File: src/rtl/rv32_pkg.sv
// Shared RV32 fetch definitions: data width, fetch FSM states, reset vector.
package rv32_pkg;

  localparam int unsigned XLEN       = 32;
  localparam int unsigned INST_BYTES = 4;
  localparam logic [XLEN-1:0] DEFAULT_RESET_VEC = '0;

  typedef enum logic [1:0] {
    FS_REQ  = 2'd0,
    FS_WAIT = 2'd1,
    FS_HOLD = 2'd2,
    FS_ERR  = 2'd3
  } fetch_state_t;

  // Sequential successor of a PC, wrapping modulo 2^XLEN.
  function automatic logic [XLEN-1:0] pc_plus4(input logic [XLEN-1:0] pc);
    return pc + XLEN'(INST_BYTES);
  endfunction

  function automatic logic is_word_aligned(input logic [XLEN-1:0] addr);
    return (addr[1:0] == 2'b00);
  endfunction

endpackage

File: src/rtl/instr_fetch_unit_pc_reg.sv
// Architectural PC register with load enable; shared with the single-cycle core.
module pc_reg
  import rv32_pkg::*;
#(
  parameter logic [XLEN-1:0] RESET_PC = DEFAULT_RESET_VEC
) (
  input  logic            clk,
  input  logic            rst_n,
  input  logic            load,
  input  logic [XLEN-1:0] next_pc,
  output logic [XLEN-1:0] pc
);

  // Hold the PC; take next_pc only when load is asserted.
  always_ff @(posedge clk or negedge rst_n) begin
    if (!rst_n) begin
      pc <= RESET_PC;
    end else if (load) begin
      pc <= next_pc;
    end
  end

endmodule

File: src/rtl/instr_fetch_unit.sv
// Instruction fetch sequencer: one outstanding imem request, no prefetch,
// redirects squash in-flight fetches, misaligned redirect traps to ERR.
module instr_fetch_unit
  import rv32_pkg::*;
#(
  parameter logic [XLEN-1:0] RESET_PC = DEFAULT_RESET_VEC
) (
  input  logic            clk,
  input  logic            rst_n,
  input  logic            redirect_valid,
  input  logic [XLEN-1:0] redirect_pc,
  output logic            imem_req_valid,
  input  logic            imem_req_ready,
  output logic [XLEN-1:0] imem_req_addr,
  input  logic            imem_rsp_valid,
  input  logic [XLEN-1:0] imem_rsp_data,
  output logic            inst_valid,
  input  logic            inst_ready,
  output logic [XLEN-1:0] inst_data,
  output logic [XLEN-1:0] inst_pc,
  output logic [XLEN-1:0] inst_pc_plus4,
  output logic            fetch_misaligned
);

  fetch_state_t    state;
  logic            kill;
  logic [XLEN-1:0] req_pc;
  logic [XLEN-1:0] pc;
  logic            pc_load;
  logic [XLEN-1:0] pc_next;
  logic            redir_ok;
  logic            redir_bad;
  logic            accept;

  pc_reg #(.RESET_PC(RESET_PC)) u_pc_reg (
    .clk     (clk),
    .rst_n   (rst_n),
    .load    (pc_load),
    .next_pc (pc_next),
    .pc      (pc)
  );

  assign imem_req_addr = pc;
  assign accept        = imem_req_valid & imem_req_ready;

  // Classify the redirect and pick the next PC: redirect beats sequential advance.
  always_comb begin
    redir_ok  = redirect_valid & is_word_aligned(redirect_pc);
    redir_bad = redirect_valid & ~is_word_aligned(redirect_pc);
    pc_load   = 1'b0;
    pc_next   = pc;
    if (state != FS_ERR) begin
      if (redir_ok) begin
        pc_load = 1'b1;
        pc_next = redirect_pc;
      end else if (!redir_bad && state == FS_HOLD && inst_ready) begin
        pc_load = 1'b1;
        pc_next = inst_pc_plus4;
      end
    end
  end

  // Fetch FSM with registered request/instruction outputs and the squash flag.
  always_ff @(posedge clk or negedge rst_n) begin
    if (!rst_n) begin
      state            <= FS_REQ;
      kill             <= 1'b0;
      req_pc           <= '0;
      imem_req_valid   <= 1'b0;
      inst_valid       <= 1'b0;
      inst_data        <= '0;
      inst_pc          <= '0;
      inst_pc_plus4    <= '0;
      fetch_misaligned <= 1'b0;
    end else if (redir_bad) begin
      // A misaligned target traps from any state; any outstanding response is orphaned.
      fetch_misaligned <= 1'b1;
      state            <= FS_ERR;
      kill             <= 1'b0;
      imem_req_valid   <= 1'b0;
      inst_valid       <= 1'b0;
    end else begin
      unique case (state)
        FS_REQ: begin
          imem_req_valid <= 1'b1;
          if (accept) begin
            req_pc         <= pc;
            kill           <= redir_ok;
            imem_req_valid <= 1'b0;
            state          <= FS_WAIT;
          end
        end
        FS_WAIT: begin
          if (imem_rsp_valid) begin
            if (kill || redir_ok) begin
              kill           <= 1'b0;
              imem_req_valid <= 1'b1;
              state          <= FS_REQ;
            end else begin
              inst_data     <= imem_rsp_data;
              inst_pc       <= req_pc;
              inst_pc_plus4 <= pc_plus4(req_pc);
              inst_valid    <= 1'b1;
              state         <= FS_HOLD;
            end
          end else if (redir_ok) begin
            kill <= 1'b1;
          end
        end
        FS_HOLD: begin
          if (inst_ready || redir_ok) begin
            inst_valid     <= 1'b0;
            imem_req_valid <= 1'b1;
            state          <= FS_REQ;
          end
        end
        FS_ERR: begin
          imem_req_valid <= 1'b0;
          inst_valid     <= 1'b0;
        end
      endcase
    end
  end

endmodule

File: config.mk
export PLATFORM = sky130hd
export DESIGN_NAME = instr_fetch_unit
export DESIGN_NICKNAME = d
export VERILOG_FILES = /design/src/rtl/rv32_pkg.sv /design/src/rtl/instr_fetch_unit_pc_reg.sv /design/src/rtl/instr_fetch_unit.sv
export SDC_FILE = /design/constraint.sdc
export NUM_CORES = 1
export LEC_CHECK = 0
export CAP_MARGIN = 20
export CELL_PAD_IN_SITES_DETAIL_PLACEMENT = 2
export CELL_PAD_IN_SITES_GLOBAL_PLACEMENT = 2
export CORE_MARGIN = 5
export CORE_UTILIZATION = 27
export CTS_CLUSTER_SIZE = 10
export DETAILED_ROUTE_END_ITERATION = 10
export PLACE_DENSITY = 0.72
export SKIP_LAST_GASP = 1
export SYNTH_ARGS = -nofsm -noshare
export SYNTH_HDL_FRONTEND = slang
export SYNTH_SLANG_ARGS = --single-unit
File: constraint.sdc
create_clock -name clk -period 1.7 [get_ports clk]
set_clock_uncertainty 0.1 [all_clocks]
set_input_delay 0.17 -clock clk [delete_from_list [all_inputs] [get_ports clk]]
set_output_delay 0.17 -clock clk [all_outputs]
set_load 0.01 [all_outputs]
**After elaboration in Yosys (flattened, before gate mapping)**

Cells that the tools add are included.

- $add $sub $neg: 1
- Bitwise operators: 6
- Mux-type cells: 28
- Equality and inequality tests: 11
- Reduce and logical (&&, ||, !) cells: 18

Operators with widths:

| kind | number |
|---|---|
| 32-bit 2-to-1 mux | 2 |
| 32-bit by 3-bit adder with 32-bit output (second input constant) | 1 |
| 1-bit 2-to-1 mux | 17 |
| 4-bit AND reduction | 4 |
| 3-bit inequality test (second input constant) | 4 |
| 2-bit 2-to-1 mux | 5 |
| 3-bit AND reduction | 3 |
| 4-bit inequality test (second input constant) | 2 |
| 4-bit nonzero test | 2 |
| 2-bit case mux with 3 select lines | 1 |
| 2-bit equality test (second input constant) | 2 |
| 2-bit logical NOT | 2 |
| 1-bit case mux with 4 select lines | 1 |
| 1-bit AND | 3 |
| 3-bit by 2-bit inequality test with 1-bit output (second input constant) | 1 |
| 1-bit NOT | 3 |
| 1-bit case mux with 3 select lines | 1 |
| 3-bit nonzero test | 1 |
| 2-bit by 1-bit equality test with 1-bit output (second input constant) | 1 |
| 1-bit logical AND | 2 |
| 1-bit logical OR | 2 |
| 2-bit inequality test (second input constant) | 1 |
| 1-bit case mux with 2 select lines | 1 |
| 2-bit nonzero test | 1 |
| 1-bit logical NOT | 1 |

- Word-level logic and storage cells: 74
- Bits of input ports: 70
- Output and inout bits: 131
- Bits in registers: 166

**Depth between registers and ports, before layout**

Gate-level depths: netlist (run 1).

- Depth in word-level cells: 10
- Gate-level depth with buffers: 9
- Depth with buffers taken out: 7

**By module**

From an unflattened synthesis (run 1), not the netlist that was laid out.

- Cell total of the unflattened synthesis: 758
- Area, all modules: 7598.5 um2

Modules (own cells, without submodules):

| module | cells an instance | times used | area each (um2) | sequential area each (um2) |
|---|---|---|---|---|
| instr_fetch_unit | 690 | 1 | 6253.5 | 3303.2 |
| pc_reg | 68 | 1 | 1345.0 | 800.8 |

**Least setup slack after synthesis (run 1)**

Ideal clock, no wire load.

- Path kind: register -> register
- Start point: reg state[1]
- End point: reg inst_data[24]
- Buffers on the path: 2
- Stages on the path, launching flop included: 9
- Path slack: -206 ps
- Data arrival time: 1681 ps
- Period minus slack after synthesis: 1906 ps
- Library setup time: 125 ps
- Data required time: 1475 ps
- Path through: dfrtp_1 > inv_1 > ha_1 > inv_2 > nor3_4 > nand2_1 > buf_2 > buf_6 > mux2_2

- Longest elaborated chain between the ends: 2

Ends and longest elaborated chain:

| what | line | text |
|---|---|---|
| start, declared | instr_fetch_unit.sv:25 | `fetch_state_t state;` |
| start signal, assigned | instr_fetch_unit.sv:66 | `state <= FS_REQ;` |
| start signal, assigned | instr_fetch_unit.sv:78 | `state <= FS_ERR;` |
| start signal, assigned | instr_fetch_unit.sv:90 | `state <= FS_WAIT;` |
| 2-bit by 1-bit equality test with 1-bit output | instr_fetch_unit.sv:83 | `unique case (state)` |
| 4-bit AND reduction (no line) | -- |  |
| end signal, assigned | instr_fetch_unit.sv:100 | `inst_data <= imem_rsp_data;` |
| end, declared | instr_fetch_unit.sv:19 | `output logic [XLEN-1:0] inst_data,` |

No other way between the ends.
A chain may end at the register's enable or synchronous reset.

**Worst setup path after layout (run 1)**

- Start point: reg state[1]
- End point: reg inst_pc[3]

- Longest elaborated chain between the ends: 2

Ends and longest elaborated chain:

| what | line | text |
|---|---|---|
| 2-bit by 1-bit equality test with 1-bit output | instr_fetch_unit.sv:83 |  |
| 4-bit AND reduction (no line) | -- |  |
| end signal, assigned | instr_fetch_unit.sv:101 | `inst_pc <= req_pc;` |
| end, declared | instr_fetch_unit.sv:20 | `output logic [XLEN-1:0] inst_pc,` |

No other way between the ends.

==> metrics, run 1 <==
Arr. time, crit path=2.08 ns; total CTS buffers=17; # diodes=0; design area=11700 um2; total die area=29600 um2; Syn. warnings=0; vias in the first global route=6659; Post-synth top flop=dfrtp_1; total power=9.00 mW; number of flops mapped to enable cells by yosys=0; total core area=26000 um2; fin. max-slew vios=0; Post-DRT Antenna Nets=0; multi-input logic area=3230 um2; # port buffers=200; final WL=27100 um; crit share post-route=109%; Clock Tree Buf Depth=2; Layout fillers=2608; initial antenna violation count=0; crit path kind=register to register; Placed Cells=1182; Final Wtd Congestion=0.744; Die H=172 um; TritonCTS Sinks=164; detailed placer's ending HPWL=17000 um; Synth Register Bits=164; Switching Fraction=24.1%; RSZ-0062 raised after global routing=yes; min Tclk post-route=1.86 ns; Cells after Synth=606; Mapped Area=7100 um2; Post-route DRC=0; Critical Path Sink Type=register; Finish-stage setup viols=146; P_int=6.83 mW; Cell Chain, Critical Path=inv_2, buf_6, ha_4, inv_4, nor3_4, nand2_4, buf_4, clkbuf_16, mux2_2; maximum clock frequency=538 MHz; crit start category=register; CP max FO=7; Slew headroom=54.8%; Vias/cell=4.74; pwr/cell area=767 nW/um2; largest net degree at the start of global routing=49; Max Cap Viol=0; first-pass GRT wire length=39800 um; slowest cell on the critical path=dfrtp_1; H-tree depth=4; Worst Path Buf+Inv=5; Non-Filler Instances=1258; sequential share of power=45.3%; CP required=1.92 ns; min-delay worst type=input port to asynchronous set/reset pin; Clk Latency, worst-skew pair=0.43 ns; Root Buffer=clkbuf_16; Starting Density=27.3%; slowest stage delay, CP=0.39 ns; status=complete, but fails checks; clock network fraction of total power=46.4%; Pre-antenna DRT Iters=4; CTS clk-pin slew, worst paths=0.07 ns; Psw=2.17 mW; worst setup margin=-0.160 ns; DP Area=10100 um2; Mapped Nets=682; combinational share of power=8.3%; Yosys cell types=42; register area share after synthesis=57.8%; post-route setup TNS=-12.52 ns; Nets=986; total gr overflow=0; area grow syn2layout=65.4%; Slew @ Worst Pin=0.675 ns; average wire per standard cell=21.5 um; failing checks=setup timing; Avg Inst Size Synth=11.7 um2; DR vias=5959; I/O pin cnt=201; Seq. cell area=4110 um2; chip width=172 um; CTS tree=done; share of cells above drive strength 1=34.7%; GRT Total Usage=17.6%; # rows=59; Static Leak=5.72 nW; initial DRC count=230; CP delay by family, top=buffers and inverters; Fin. Hold Viols=0; Async SR Flop Fraction=100%; Worst VDD drop=0.550 mV
[cell families (layout without fill, tap and decap cells)]
family          after synthesis  after routing  synth area share, %
xor+xnor                     28             28                 3.45
buf+inv                      42            358                 2.80
flops                       164            164                 57.8
fa+ha+maj                     6              6                 1.06
simple gates                192            193                 13.1
mux                          95             95                 15.1
compound gates               79             79                 6.68
[cells in the mapped netlist (all sizes together) (2+ instances only)]
library cell  number  area share, %
xnor2             16            2.0
mux2              95             15
nor2              39            2.1
xor2              12            1.5
a21oi              3           0.26
ha                 6            1.1
inv                8           0.42
and3               5           0.44
dfrtp            164             58
nand2            103            5.4
nor3               4           0.58
nor4               6            1.2
and4               4           0.49
nand4              8           0.92
o21ai             38            2.8
clkbuf            16           0.85
nand3             18            1.3
nand2b             2           0.18
o211ai             2           0.21
a31oi             31            2.7
buf               18            1.5
[cells in the final DEF (no fill, tap or decap), types with 3 or more instances in the layout]
cell and n:
nand3_1 9, nor4_4 3, dfrtp_2 6, buf_16 7, o21ai_1 12, buf_12 11, inv_6 4, clkbuf_16 20
nand2_1 100, o21ai_0 21, dlygate4sd2_1 14, buf_6 9, a31oi_1 28, buf_4 86, mux2_1 6, bufinv_16 3
o21ai_2 5, nor2_4 27, nor2_2 3, and3_1 4, clkinvlp_4 3, inv_2 3, xor2_1 12, nor4_2 3
dlymetal6s2s_1 29, inv_1 4, mux2_2 89, and4_1 4, clkdlybuf4s50_1 156, nand3_2 6, nor2_1 10, dfrtp_1 158
nand3_4 3, xnor2_1 16, nand4_1 7
[metal layers]
layer	global-route usage (%)	vias up	share of wire, %
met5	0	-	0
met1	21.1	3075	41
met2	30.8	151	51
li1	-	2716	-
met4	3.42	0	0.64
met3	6.36	17	7.2
[what timing repair did]
item,4_1_cts,5_1_grt
cloned,6,4
pin swaps,11,8
setup endpoints to repair,180,199
hold endpoints to repair,136,0
hold buffers,1,0
buffers inserted,15,19
resized for setup,58,103
[power groups by stage]
stage | logic (mW) | clock network [mW] | registers [mW]
after floorplan | 0.122 | 0 | 4.17
after global placement | 0.697 | 0 | 4.15
after detailed placement | 0.715 | 0 | 4.15
after CTS | 0.728 | 4.30 | 4.08
after global routing | 0.815 | 4.50 | 4.09
final | 0.743 | 4.18 | 4.08
[layout make-up]
class / instances / area share, %
timing repair buffer: 318 / 28.3
clock buffer: 20 / 3.89
sequential: 164 / 35.0
inverter: 8 / 0.277
clock inverter: 12 / 1.43
tap: 335 / 3.57
multi-input combinational: 401 / 27.5
[worst paths after layout]
kind	startpoint	endpoint	slack, ns	depth (start not counted)
min in group clk	redirect_pc[16]	u_pc_reg.pc[16]	0.19	3
max	state[1]	inst_pc[3]	-0.16	9
max reg2reg	state[1]	inst_pc[3]	-0.16	9
max in group asynchronous	rst_n	u_pc_reg.pc[31]	0.70	3
min reg2reg	fetch_misaligned	fetch_misaligned	0.38	1
min	rst_n	req_pc[27]	0.16	2
[metrics by stage]
step                      util [%]  hold slack (ns)  worst slack (ns)
after CTS                     42.8            0.150            -0.163
after detailed placement      38.7           0.0525            -0.814
after global routing          45.2            0.162            -0.253
after floorplan                  -           -0.226           -0.0985
after global placement        38.7           0.0461            -0.709
final                         45.2            0.157            -0.160
[worst register-to-register path, stage by stage (launching register included)]
cell and delay [ns]:
dfrtp_1 0.39, inv_2 0.08, buf_6 0.10, ha_4 0.14, inv_4 0.04, nor3_4 0.22
nand2_4 0.11, buf_4 0.16, clkbuf_16 0.16, mux2_2 0.26
No activity file was read; power rests on OpenSTA's default activity.
==> inputs of run 2 (changes only) <==
--- a/config.mk
+++ b/config.mk
@@ -9,9 +9,10 @@
 export CELL_PAD_IN_SITES_DETAIL_PLACEMENT = 2
 export CELL_PAD_IN_SITES_GLOBAL_PLACEMENT = 2
 export CORE_MARGIN = 5
-export CORE_UTILIZATION = 27
+export CORE_UTILIZATION = 36
 export CTS_CLUSTER_SIZE = 10
 export DETAILED_ROUTE_END_ITERATION = 10
+export DONT_BUFFER_PORTS = 1
 export PLACE_DENSITY = 0.72
 export SKIP_LAST_GASP = 1
 export SYNTH_ARGS = -nofsm -noshare
==> metrics, run 2 (same netlist as run 1, synthesis figures left out) <==
status=complete, but fails checks; failing checks=hold timing, setup timing; DR vias=5608 (-5.9%); crit share post-route=114% (+4.4 points); Final Wtd Congestion=0.750 (+0.86%); vias in the first global route=6225 (-6.5%); post-layout util=53.3% (+8.1 points); H-tree depth=4 (unchanged); maximum clock frequency=517 MHz (-3.9%); Static Leak=4.74 nW (-17%); Starting Density=36.5% (+9.2 points); total core area=19500 um2 (-25%); CP max FO=6 (-1); Finish-stage setup viols=159 (+8.9%); TritonCTS Sinks=164 (unchanged); Vias/cell=5.43 (+15%); worst setup margin=-0.235 ns (-0.0747 ns); pwr/cell area=799 nW/um2 (+4.3%); Pre-antenna DRT Iters=4 (unchanged); Hold Slack=-0.666 ns (-0.823 ns); # diodes=0 (unchanged); min-delay worst type=input port to asynchronous set/reset pin; slowest cell on the critical path=dfrtp_1; RSZ-0062 raised after global routing=yes; Max Cap Viol=0 (unchanged); GRT Total Usage=21.7% (+4.1 points); # rows=51 (-14%); crit start category=register; # port buffers=0 (-100%); Nets=832 (-16%); fin. max-slew vios=0 (unchanged); Placed Cells=891 (-25%); Clock Tree Buf Depth=2 (unchanged); CP required=1.91 ns (about the same); commonest non-fill, non-tap cell in the layout=dfrtp_1; initial DRC count=187 (-19%); Non-Filler Instances=1033 (-18%); Slew @ Worst Pin=0.565 ns (-0.110 ns); R2R depth=7 (-2); Die H=150 um (-13%); Post-route DRC=0 (unchanged); commonest non-fill, non-tap cells in the layout=dfrtp_1 (160), nand2_1 (85), dlygate4sd3_1 (67), mux2_2 (65), buf_4 (50); area grow syn2layout=46.2%; total CTS buffers=17 (unchanged); Slew headroom=62.0% (+7.1 points); I/O pin cnt=201 (unchanged); average wire per standard cell=28.4 um (+32%); total die area=22600 um2 (-24%); Fin. Hold Viols=164 (+164); total power=8.29 mW (-7.9%); detailed placer's ending HPWL=14300 um (-16%); Post-DRT Antenna Nets=0 (unchanged); DP Area=7760 um2 (-23%); Cell Chain, Critical Path=buf_4, ha_1, a21oi_4, buf_12, buf_16, nor2_4, a31oi_1; slowest stage delay, CP=0.45 ns (+0.06 ns); total gr overflow=0 (unchanged); crit path kind=register to register; initial antenna violation count=1 (+1); Root Buffer=clkbuf_16; Worst VDD drop=0.681 mV (+24%); Critical Path Sink Type=register; Clk Latency, worst-skew pair=0.43 ns (about the same); largest net degree at the start of global routing=165 (+240%); final WL=29300 um (+8.3%); share of cells above drive strength 1=41.1% (+6.5 points); chip width=150 um (-13%); first-pass GRT wire length=37200 um (-6.6%); CTS tree=done; Arr. time, crit path=2.15 ns (+0.07 ns); design area=10400 um2 (-12%); CTS clk-pin slew, worst paths=0.07 ns (about the same); min Tclk post-route=1.93 ns (+0.0747 ns)
run 2: path summary, 6_finish.rpt:
check,from,to,slack [ns]
worst max-delay path,state[0],u_pc_reg.pc[19],-0.23
worst min-delay path,rst_n,inst_data[1],-0.67
worst max register to register,state[0],u_pc_reg.pc[19],-0.23
worst min register to register,req_pc[1],req_pc[1],0.42
max in group asynchronous,rst_n,req_pc[10],1.89
min in group clk,redirect_pc[0],fetch_misaligned,0.01
run 2: per-stage QoR:
stage / TNS (ns) / setup WS [ns]
floorplan: -4.18 / -0.0985
global placement: -2.09 / -0.0950
detailed placement: -10.18 / -0.188
CTS: -5.64 / -0.108
global route: -27.13 / -0.251
finish: -19.25 / -0.235
run 2: area by class of cell:
type                            count  area, um2
Clock buffer                       23        488
Tap cell                          265        332
Timing Repair Buffer              164       1940
Inverter                            8       32.5
Clock inverter                      8       76.3
Multi-Input combinational cell    401       3400
Fill cell                        1792       9080
Sequential cell                   164       4110
run 2: worst max-delay path, delay by kind of cell (launching register included):
| family | cells | cell delay, ns |
|---|---|---|
| adders and majority gates | 1 | 0.25 |
| and+or+nand+nor | 1 | 0.04 |
| AOI/OAI and AO/OA | 2 | 0.46 |
| buffers and inverters | 3 | 0.50 |
| DFF | 1 | 0.45 |
run 2: layer usage:
layer	track usage, %	share of wire [%]	vias up
li1	-	-	2414
met3	8.04	7.3	40
met1	24.6	38	2960
met5	0	0.044	-
met2	39.0	53	192
met4	4.89	1.9	2
run 2: timing repair:
action | CTS | global route
hold buffers | 65 | 2
hold endpoints to repair | 229 | 166
gates cloned | 4 | 20
setup buffers | 6 | 14
resized for setup | 31 | 160
pin swaps | 7 | 27
endpoints found under the setup margin | 141 | 162
run 2: report_power, final:
group | total, mW | switching (mW) | internal [mW]
sequential | 4.17 | 0.169 | 4.00
combinational | 0.334 | 0.141 | 0.193
clock | 3.79 | 1.63 | 2.16
